===== src/rtl/memacc_pkg.sv =====
// Shared types and helpers for the memacc load/store controller.
// The optional MEMACC_ALIGN_CHECK_EN build uses misaligned(); align_down() serves the default build.
package memacc_pkg;

  localparam int N = 64;

  typedef enum logic [1:0] {
    BYTE  = 2'd0,
    WORD  = 2'd1,
    RSVD  = 2'd2,
    DWORD = 2'd3
  } size_e;

  localparam logic [1:0] MW_NONE = 2'd0;
  localparam logic [1:0] MW_W    = 2'd1;
  localparam logic [1:0] MW_B    = 2'd2;
  localparam logic [1:0] MW_D    = 2'd3;

  typedef enum logic [1:0] {
    S_IDLE   = 2'd0,
    S_ACCESS = 2'd1,
    S_DONE   = 2'd2
  } memacc_state_e;

  // The memory's write code differs from the request size code for bytes.
  function automatic logic [1:0] size_to_mw(size_e s);
    case (s)
      BYTE:    return MW_B;
      WORD:    return MW_W;
      DWORD:   return MW_D;
      default: return MW_NONE;
    endcase
  endfunction

  function automatic logic [N-1:0] align_down(logic [N-1:0] a, size_e s);
    case (s)
      WORD:    return {a[N-1:2], 2'b00};
      DWORD:   return {a[N-1:3], 3'b000};
      default: return a;
    endcase
  endfunction

  function automatic logic misaligned(logic [N-1:0] a, size_e s);
    case (s)
      WORD:    return a[1:0] != 2'b00;
      DWORD:   return a[2:0] != 3'b000;
      default: return 1'b0;
    endcase
  endfunction

endpackage


===== src/rtl/memacc_extract.sv =====
// Load-data extraction: picks the big-endian byte/word out of the memory read data
// and zero- or sign-extends it to 64 bits.
module memacc_extract
  import memacc_pkg::*;
(
  input  logic [N-1:0] readdata_i,
  input  logic [1:0]   addr_i,
  input  logic [1:0]   size_i,
  input  logic         unsigned_i,
  output logic [N-1:0] data_o
);

  logic [7:0]  byte_v;
  logic [31:0] word_v;

  always_comb begin
    word_v = readdata_i[31:0];
    byte_v = 8'h00;
    // Word half is already chosen by addr[2]; offset 0 is the most significant byte.
    case (addr_i)
      2'd0:    byte_v = word_v[31:24];
      2'd1:    byte_v = word_v[23:16];
      2'd2:    byte_v = word_v[15:8];
      default: byte_v = word_v[7:0];
    endcase

    data_o = readdata_i;
    case (size_e'(size_i))
      BYTE:    data_o = unsigned_i ? {56'd0, byte_v} : {{56{byte_v[7]}}, byte_v};
      WORD:    data_o = unsigned_i ? {32'd0, word_v} : {{32{word_v[31]}}, word_v};
      default: data_o = readdata_i;
    endcase
  end

endmodule


===== src/rtl/memacc_unit.sv =====
// Load/store controller between the memory stage and the 64-bit big-endian data memory.
// Optional build macro MEMACC_ALIGN_CHECK_EN rejects misaligned word/dword accesses.
//
// state    | meaning
// S_IDLE   | waiting for a request, memory ports quiet
// S_ACCESS | memory ports driven for exactly this cycle
// S_DONE   | resp_valid high; may accept the next request
module memacc_unit
  import memacc_pkg::*;
(
  input  logic         clk_i,
  input  logic         reset_n_i,
  input  logic         req_valid_i,
  output logic         req_ready_o,
  input  logic         req_write_i,
  input  logic [1:0]   req_size_i,
  input  logic         req_unsigned_i,
  input  logic [N-1:0] req_addr_i,
  input  logic [N-1:0] req_wdata_i,
  output logic         resp_valid_o,
  output logic [N-1:0] resp_rdata_o,
  output logic         resp_err_o,
  output logic         mem_readtype_o,
  output logic [1:0]   mem_memwrite_o,
  output logic [N-1:0] mem_dataadr_o,
  output logic [N-1:0] mem_writedata_o,
  input  logic [N-1:0] mem_readdata_i
);

  memacc_state_e state_q;
  logic          ready_q, resp_valid_q, resp_err_q, readtype_q;
  logic          legal_q, write_q, uns_q;
  logic [1:0]    size_q, memwrite_q, memwrite_d;
  logic [N-1:0]  rdata_q, rdata_d, dataadr_q, wdata_q, ext_data;
  logic          accept, req_legal;
  logic [N-1:0]  req_adr;
  size_e         req_size;

  assign req_size = size_e'(req_size_i);
  assign accept   = req_valid_i & ready_q;

`ifdef MEMACC_ALIGN_CHECK_EN
  assign req_legal = (req_size != RSVD) && !misaligned(req_addr_i, req_size);
  assign req_adr   = req_addr_i;
`else
  assign req_legal = (req_size != RSVD);
  assign req_adr   = align_down(req_addr_i, req_size);
`endif

  assign memwrite_d = (req_write_i && req_legal) ? size_to_mw(req_size) : MW_NONE;
  assign rdata_d    = (legal_q && !write_q) ? ext_data : '0;

  memacc_extract u_extract (
    .readdata_i (mem_readdata_i),
    .addr_i     (dataadr_q[1:0]),
    .size_i     (size_q),
    .unsigned_i (uns_q),
    .data_o     (ext_data)
  );

  always_ff @(posedge clk_i or negedge reset_n_i) begin
    if (!reset_n_i) begin
      state_q      <= S_IDLE;
      ready_q      <= 1'b1;
      resp_valid_q <= 1'b0;
      resp_err_q   <= 1'b0;
      rdata_q      <= '0;
      readtype_q   <= 1'b1;
      memwrite_q   <= MW_NONE;
      dataadr_q    <= '0;
      wdata_q      <= '0;
      legal_q      <= 1'b0;
      write_q      <= 1'b0;
      uns_q        <= 1'b0;
      size_q       <= 2'd0;
    end else begin
      case (state_q)
        S_IDLE, S_DONE: begin
          resp_valid_q <= 1'b0;
          resp_err_q   <= 1'b0;
          if (accept) begin
            dataadr_q  <= req_adr;
            wdata_q    <= req_wdata_i;
            readtype_q <= (req_size == DWORD);
            memwrite_q <= memwrite_d;
            legal_q    <= req_legal;
            write_q    <= req_write_i;
            uns_q      <= req_unsigned_i;
            size_q     <= req_size_i;
            ready_q    <= 1'b0;
            state_q    <= S_ACCESS;
          end else begin
            state_q <= S_IDLE;
          end
        end
        S_ACCESS: begin
          memwrite_q   <= MW_NONE;
          readtype_q   <= 1'b1;
          rdata_q      <= rdata_d;
          resp_err_q   <= !legal_q;
          resp_valid_q <= 1'b1;
          ready_q      <= 1'b1;
          state_q      <= S_DONE;
        end
        default: state_q <= S_IDLE;
      endcase
    end
  end

  assign req_ready_o     = ready_q;
  assign resp_valid_o    = resp_valid_q;
  assign resp_rdata_o    = rdata_q;
  assign resp_err_o      = resp_err_q;
  assign mem_readtype_o  = readtype_q;
  assign mem_memwrite_o  = memwrite_q;
  assign mem_dataadr_o   = dataadr_q;
  assign mem_writedata_o = wdata_q;

endmodule


===== config.mk =====
export PLATFORM = sky130hd
export DESIGN_NAME = memacc_unit
export DESIGN_NICKNAME = d
export VERILOG_FILES = /design/src/rtl/memacc_pkg.sv /design/src/rtl/memacc_extract.sv /design/src/rtl/memacc_unit.sv
export SDC_FILE = /design/constraint.sdc
export NUM_CORES = 1
export LEC_CHECK = 0
export CORE_AREA = 2 2 153 155
export DETAILED_ROUTE_END_ITERATION = 12
export DIE_AREA = 0 0 155 157
export GPL_ROUTABILITY_DRIVEN = 0
export PLACE_DENSITY_LB_ADDON = 0.3
export SKIP_LAST_GASP = 1
export SLEW_MARGIN = 20
export SYNTH_ARGS = -nofsm -noshare
export SYNTH_HDL_FRONTEND = slang
export SYNTH_SLANG_ARGS = --single-unit

===== constraint.sdc =====
create_clock -name clk_i -period 2 [get_ports clk_i]
set_input_delay 0.6 -clock clk_i [delete_from_list [all_inputs] [get_ports clk_i]]
set_output_delay 0.6 -clock clk_i [all_outputs]
set_load 0.01 [all_outputs]

Word level (Yosys, flattened, before mapping)
Cells that the tools add are included.
W data, S select, Z words.
- register bits: 205
- input bits: 199
- word-level logic and storage cells: 53
- output and inout port bits: 198
- multiplexer cells: 18
- equality and inequality tests: 9
- reduce and logical (&&, ||, !) cells: 12
- bitwise logic cells: 1
- operators with widths (kind ; number):
    $mux W64 ; 3
    $pmux W64 S2 ; 1
    $pmux W8 S3 ; 1
    $eq A2 B1 Y1 const B ; 4
    $logic_not A2 Y1 ; 4
    $pmux W1 S2 ; 4
    $pmux W2 S2 ; 2
    $eq A2 B2 Y1 const B ; 3
    $pmux W2 S3 ; 1
    $pmux W3 S2 ; 1
    $mux W2 ; 2
    $ne A2 B2 Y1 const B ; 2
    $reduce_and A2 Y1 ; 2
    $mux W1 ; 3
    $logic_and A1 B1 Y1 ; 2
    $logic_not A1 Y1 ; 2
    $reduce_bool A2 Y1 ; 1
    $reduce_or A2 Y1 ; 1
    $and A1 B1 Y1 ; 1

Longest topological paths before layout
- depth in word-level cells: 5
- gate-level depth with buffers: 6
- gate-level depth less buffers: 5

Cells and area by module
A second synthesis with hierarchy kept.
- cells, all modules: 652
- area total of the unflattened synthesis: 8705.8 um2
- by module, submodules not included (module ; seq. area each (um2) ; area each (um2) ; instances ; cells each):
    memacc_unit ; 5132.4 ; 7619.8 ; 1 ; 470
    memacc_extract ; 0.0 ; 1086.0 ; 1 ; 182

Least setup slack after synthesis
Ideal clock, no wire load.
- path kind: input to register
- from: in mem_readdata_i[7]
- to: reg rdata_q[12] (netlist: resp_rdata_o[12])
- data required time: 1.874 ns
- cell stages on the path: 5
- setup slack: 0.139 ns
- setup time: 0.126 ns
- arrival: 1.735 ns
- path buffers: 2
- cell sequence: mux4_2 > and3_1 > buf_6 > buf_6 > a221o_1
- longest elaborated chain between the ends: 4
- RTL lines (what ; RTL line ; source):
    from (decl) ; memacc_unit.sv:27 ; input logic [N-1:0] mem_readdata_i
    $pmux W8 S3 ; memacc_extract.sv:20 ; case (addr_i)
    $mux W64 ; memacc_extract.sv:29 ; BYTE: data_o = unsigned_i ? {56'd0, byte_v} : {{56{byte_v[7]}}, byte_v};
    $pmux W64 S2 ; memacc_extract.sv:28 ; case (size_e'(size_i))
    $mux W64 ; memacc_unit.sv:51 ; assign rdata_d = (legal_q && !write_q) ? ext_data : '0;
    to (signal assigned) ; memacc_unit.sv:99 ; rdata_q <= rdata_d;
    to (decl) ; memacc_unit.sv:34 ; logic [N-1:0] rdata_q, rdata_d, dataadr_q, wdata_q, ext_data;
Every way passes these cells.
A chain may end at the register's enable or synchronous reset.

Worst setup path after layout
- from: reg dataadr_q[28] (netlist: mem_dataadr_o[28])
- to: out mem_dataadr_o[28]
- RTL lines (what ; RTL line ; source):
    from (decl) ; memacc_unit.sv:34 ;
    from (signal assigned) ; memacc_unit.sv:82 ; dataadr_q <= req_adr;
    to (decl) ; memacc_unit.sv:25 ; output logic [N-1:0] mem_dataadr_o,
No word-level cell between the ends.

==> results by group <==
Outcome
  – Status: finished with violations
  – Failing checks: negative hold slack

Yosys
  – Post-synth top flop: dfrtp_1
  – Synth area leader: dfrtp_1
  – Compound-gate portion of the synthesized area: 0.0861
  – Yosys top cell area share: 0.624
  – Synthesized area per cell: 13.8 um2
  – Fraction of registers with async set/reset: 1.00
  – Post-synth cell types: 32
  – Synth Warn #: 0
  – Post-Synth Adder-Cell Area: 0.00461
  – Sequential area share after synthesis: 0.630
  – Largest family of logic cells by synthesized area: multiplexers
  – Syn_nets: 790
  – Post-synth EDFFs: 0
  – Synth top area cells: dfrtp_1, mux2_2, a221o_1
  – Synth Register Bits: 205
  – Post-Synth Simple-Gate Area: 0.0618
  – Mux cell area share after synthesis: 0.189
  – Syn Inst Count: between 500 and 600
  – Post-Synthesis Cell Area: 8140 um2
  – Xor and xnor area share after synthesis: 0

Routing
  – Detailed Route WL: about 26 mm
  – Vias: 6,315
  – Vias/cell: 4.83
  – Initial DRT Pass Iterations: 4
  – DRT iter0 DRCs: 280
  – DR WL/cell: 19.6 um
  – Remaining DRCs: 0
  – Antenna Nets Post-Route: 0

STA
  – Tmin final: 1.97 ns
  – Final Hold Fails: 11
  – Slew Viols, Final: 0
  – RSZ-0062 raised after global routing: false
  – Final setup viols: 0
  – Min Hold Slack: -0.0184 ns
  – Max Clk Rate: 0.508 GHz
  – Slew @ Worst Pin: 0.633 ns
  – Slew margin rel.: 0.578
  – Final Skew: around 0.015 ns
  – Period utilization: 0.984
  – Setup TNS: 0 ns

Die
  – Starting Density: 0.362
  – Die area: between 20,000 and 25,000 um2
  – # IOs: 397
  – Die Span Y: around 160 um
  – Total core area: 22,500 um2
  – Die W: 155 um
  – Rows: 55

Placed design
  – Port buffer count: 396
  – HPWL Detailed: between 15 and 20 mm
  – Placement-stage cell area: 12,700 um2

Flow run
  – MaxCap Viol Count: 0

Setup path
  – Slowest stage delay, CP: roughly 0.53 ns
  – R2R Setup Slk: 0.21 ns
  – Cell count along the critical path: 1
  – Worst path cell trace: clkdlybuf4s50_1
  – Critical Path RT: 1.40 ns
  – Worst setup path class: reg2out
  – CP delay by family, top: buffers and inverters
  – Launching point of the worst reg2reg path: mem_dataadr_o[0]
  – CP Max Fanout: 2
  – Cells on worst reg2reg path: 4
  – Crit path DAT: 1.37 ns
  – Crit path capture type: primary output
  – R2r endpoint: resp_rdata_o[5]
  – Worst path bufs/invs: 1
  – CP startpoint kind: register
  – CP max stage cell: clkdlybuf4s50_1

Power and ir drop
  – Pwr dens: 1440 nW/um2
  – Leakage Power: 6.65 nW
  – VDD IR-drop max: 621 uV
  – Power Total: approximately 19 mW

Clocking
  – CTS buffer count: 23
  – H-tree levels: 1
  – Worst-path clk slew: 0.06 ns
  – Worst skew pair latency: roughly 0.5 ns
  – Hold_buf cts: 0
  – CTS max path bufs: 3
  – Root buffer cell: clkbuf_16
  – Clk sinks: 205
  – TritonCTS clock tree: done

Global route
  – Grt ovf: 0
  – Number of global-route vias before repair: 6,363
  – All-layer global routing usage: 0.202
  – Initial antenna violation count: 4
  – First-pass GRT wire length: 38.0 mm
  – Pin count of the biggest net entering global routing: 49

Cells and area
  – Nets: 1,205
  – Area Overhead vs Synth: 64.6%
  – Fill count: 1,822
  – Final Instance Area: about 13,000 um2
  – Layout cells sized above 1: 0.214

Worst hold path
  – Hold WC Path Type: in2async
==> report_power, final <==
part	switching, mW	internal (mW)
logic	3.71	4.49
registers	0.896	6.06
clock network	1.63	2.49
total	6.23	13.0
==> repair_timing <==
item                       in CTS  in global routing
setup endpoints to repair     135                 59
buffers inserted                1                  0
resized for setup             136                 59
==> metal layers <==
layer / up-vias / global-route usage / part of all wire / wire length [um]
met3: 40 / 0.0485 / 0.068 / 1740
met4: 0 / 0.0736 / 0.028 / 718
met1: 3083 / 0.242 / 0.39 / 9890
met5: - / 0 / 0 / 0
met2: 250 / 0.356 / 0.52 / 13200
li1: 2942 / - / - / -
==> per-stage QoR <==
stage | util | cells | setup WS, ns | hold slack (ns)
detailed placement | 0.563 | 1262 | -0.461 | 0.466
global placement | 0.563 | 1262 | -0.439 | 0.460
CTS | 0.589 | 1303 | 0.0000179 | 0.000235
floorplan | - | 588 | 0.139 | 0.304
finish | 0.596 | 1307 | 0.0310 | -0.0184
global route | 0.595 | 1306 | 0.00190 | 0.00593
==> worst register-to-register path, cell delays in order (launching register included) <==
cell and delay, ns:
dfrtp_2 0.41, buf_4 0.17, or4b_2 0.75, o22ai_1 0.23, o21ai_0 0.11
==> sequential cells by signal (all words and copies together) (netlist names) <==
signal	flops
mem_dataadr_o	64
resp_err_o	1
write_q	1
mem_readtype_o	1
legal_q	1
req_ready_o	1
resp_valid_o	1
mem_memwrite_o	2
state_q	2
size_q	2
resp_rdata_o	64
mem_writedata_o	64
uns_q	1
==> area by class of cell <==
class | count | area (um2) | share of cell area
antenna | 4 | 10.0 | 0.000747
clock buffer | 35 | 691 | 0.0515
clock inverter | 5 | 50.0 | 0.00373
inverter | 6 | 22.5 | 0.00168
multi-input combinational | 334 | 2800 | 0.209
sequential | 205 | 5130 | 0.383
tap | 285 | 357 | 0.0266
timing repair buffer | 433 | 4340 | 0.324
==> cell usage after synthesis (2+ instances only) <==
master	number
ha_1	3
clkbuf_1	24
o31ai_1	32
buf_6	3
a221o_1	24
dfstp_2	2
o22ai_1	8
mux2_2	135
nor2b_1	33
dfrtp_1	203
inv_1	6
nand3_1	2
o21ai_0	27
buf_2	15
nand2_1	51
nor2_1	4
==> cells in the final DEF (no fill, tap or decap), types with 2 or more instances in the layout <==
| cell type | instances |
|---|---|
| dfrtp_2 | 2 |
| clkbuf_1 | 5 |
| nand3_1 | 2 |
| clkinv_2 | 4 |
| o31ai_1 | 32 |
| clkbuf_8 | 7 |
| inv_1 | 6 |
| clkbuf_16 | 23 |
| dfrtp_1 | 201 |
| dlygate4sd2_1 | 134 |
| buf_12 | 9 |
| mux2_2 | 135 |
| nand2_1 | 51 |
| ha_1 | 3 |
| a221o_1 | 24 |
| nor2b_1 | 33 |
| dlymetal6s2s_1 | 59 |
| clkdlybuf4s50_1 | 202 |
| o21ai_0 | 27 |
| nor2_1 | 4 |
| dfstp_2 | 2 |
| o22ai_1 | 8 |
| buf_4 | 28 |
| diode_2 | 4 |
==> how the worst max path moves through the flow <==
stage,to,slack (ns),startpoint
2_1_floorplan,resp_rdata_o[12],0.14,mem_readdata_i[7]
5_1_grt,mem_dataadr_o[36],0.002,mem_dataadr_o[36]
3_5_place_dp,resp_rdata_o[61],-0.46,mem_readdata_i[15]
3_3_place_gp,resp_rdata_o[51],-0.44,mem_readdata_i[15]
4_1_cts,mem_dataadr_o[26],0.00002,mem_dataadr_o[26]
6_report,mem_dataadr_o[28],0.03,mem_dataadr_o[28]
==> kinds of logic (layout without fill, tap and decap cells) <==
logic type | after synthesis | count (layout)
flops | 205 | 205
mux | 136 | 136
simple gates | 100 | 100
compound gates | 95 | 95
buf+inv | 49 | 479
fa+ha+maj | 3 | 3
other cells | 0 | 4
No activity file was read; power rests on OpenSTA's default activity.
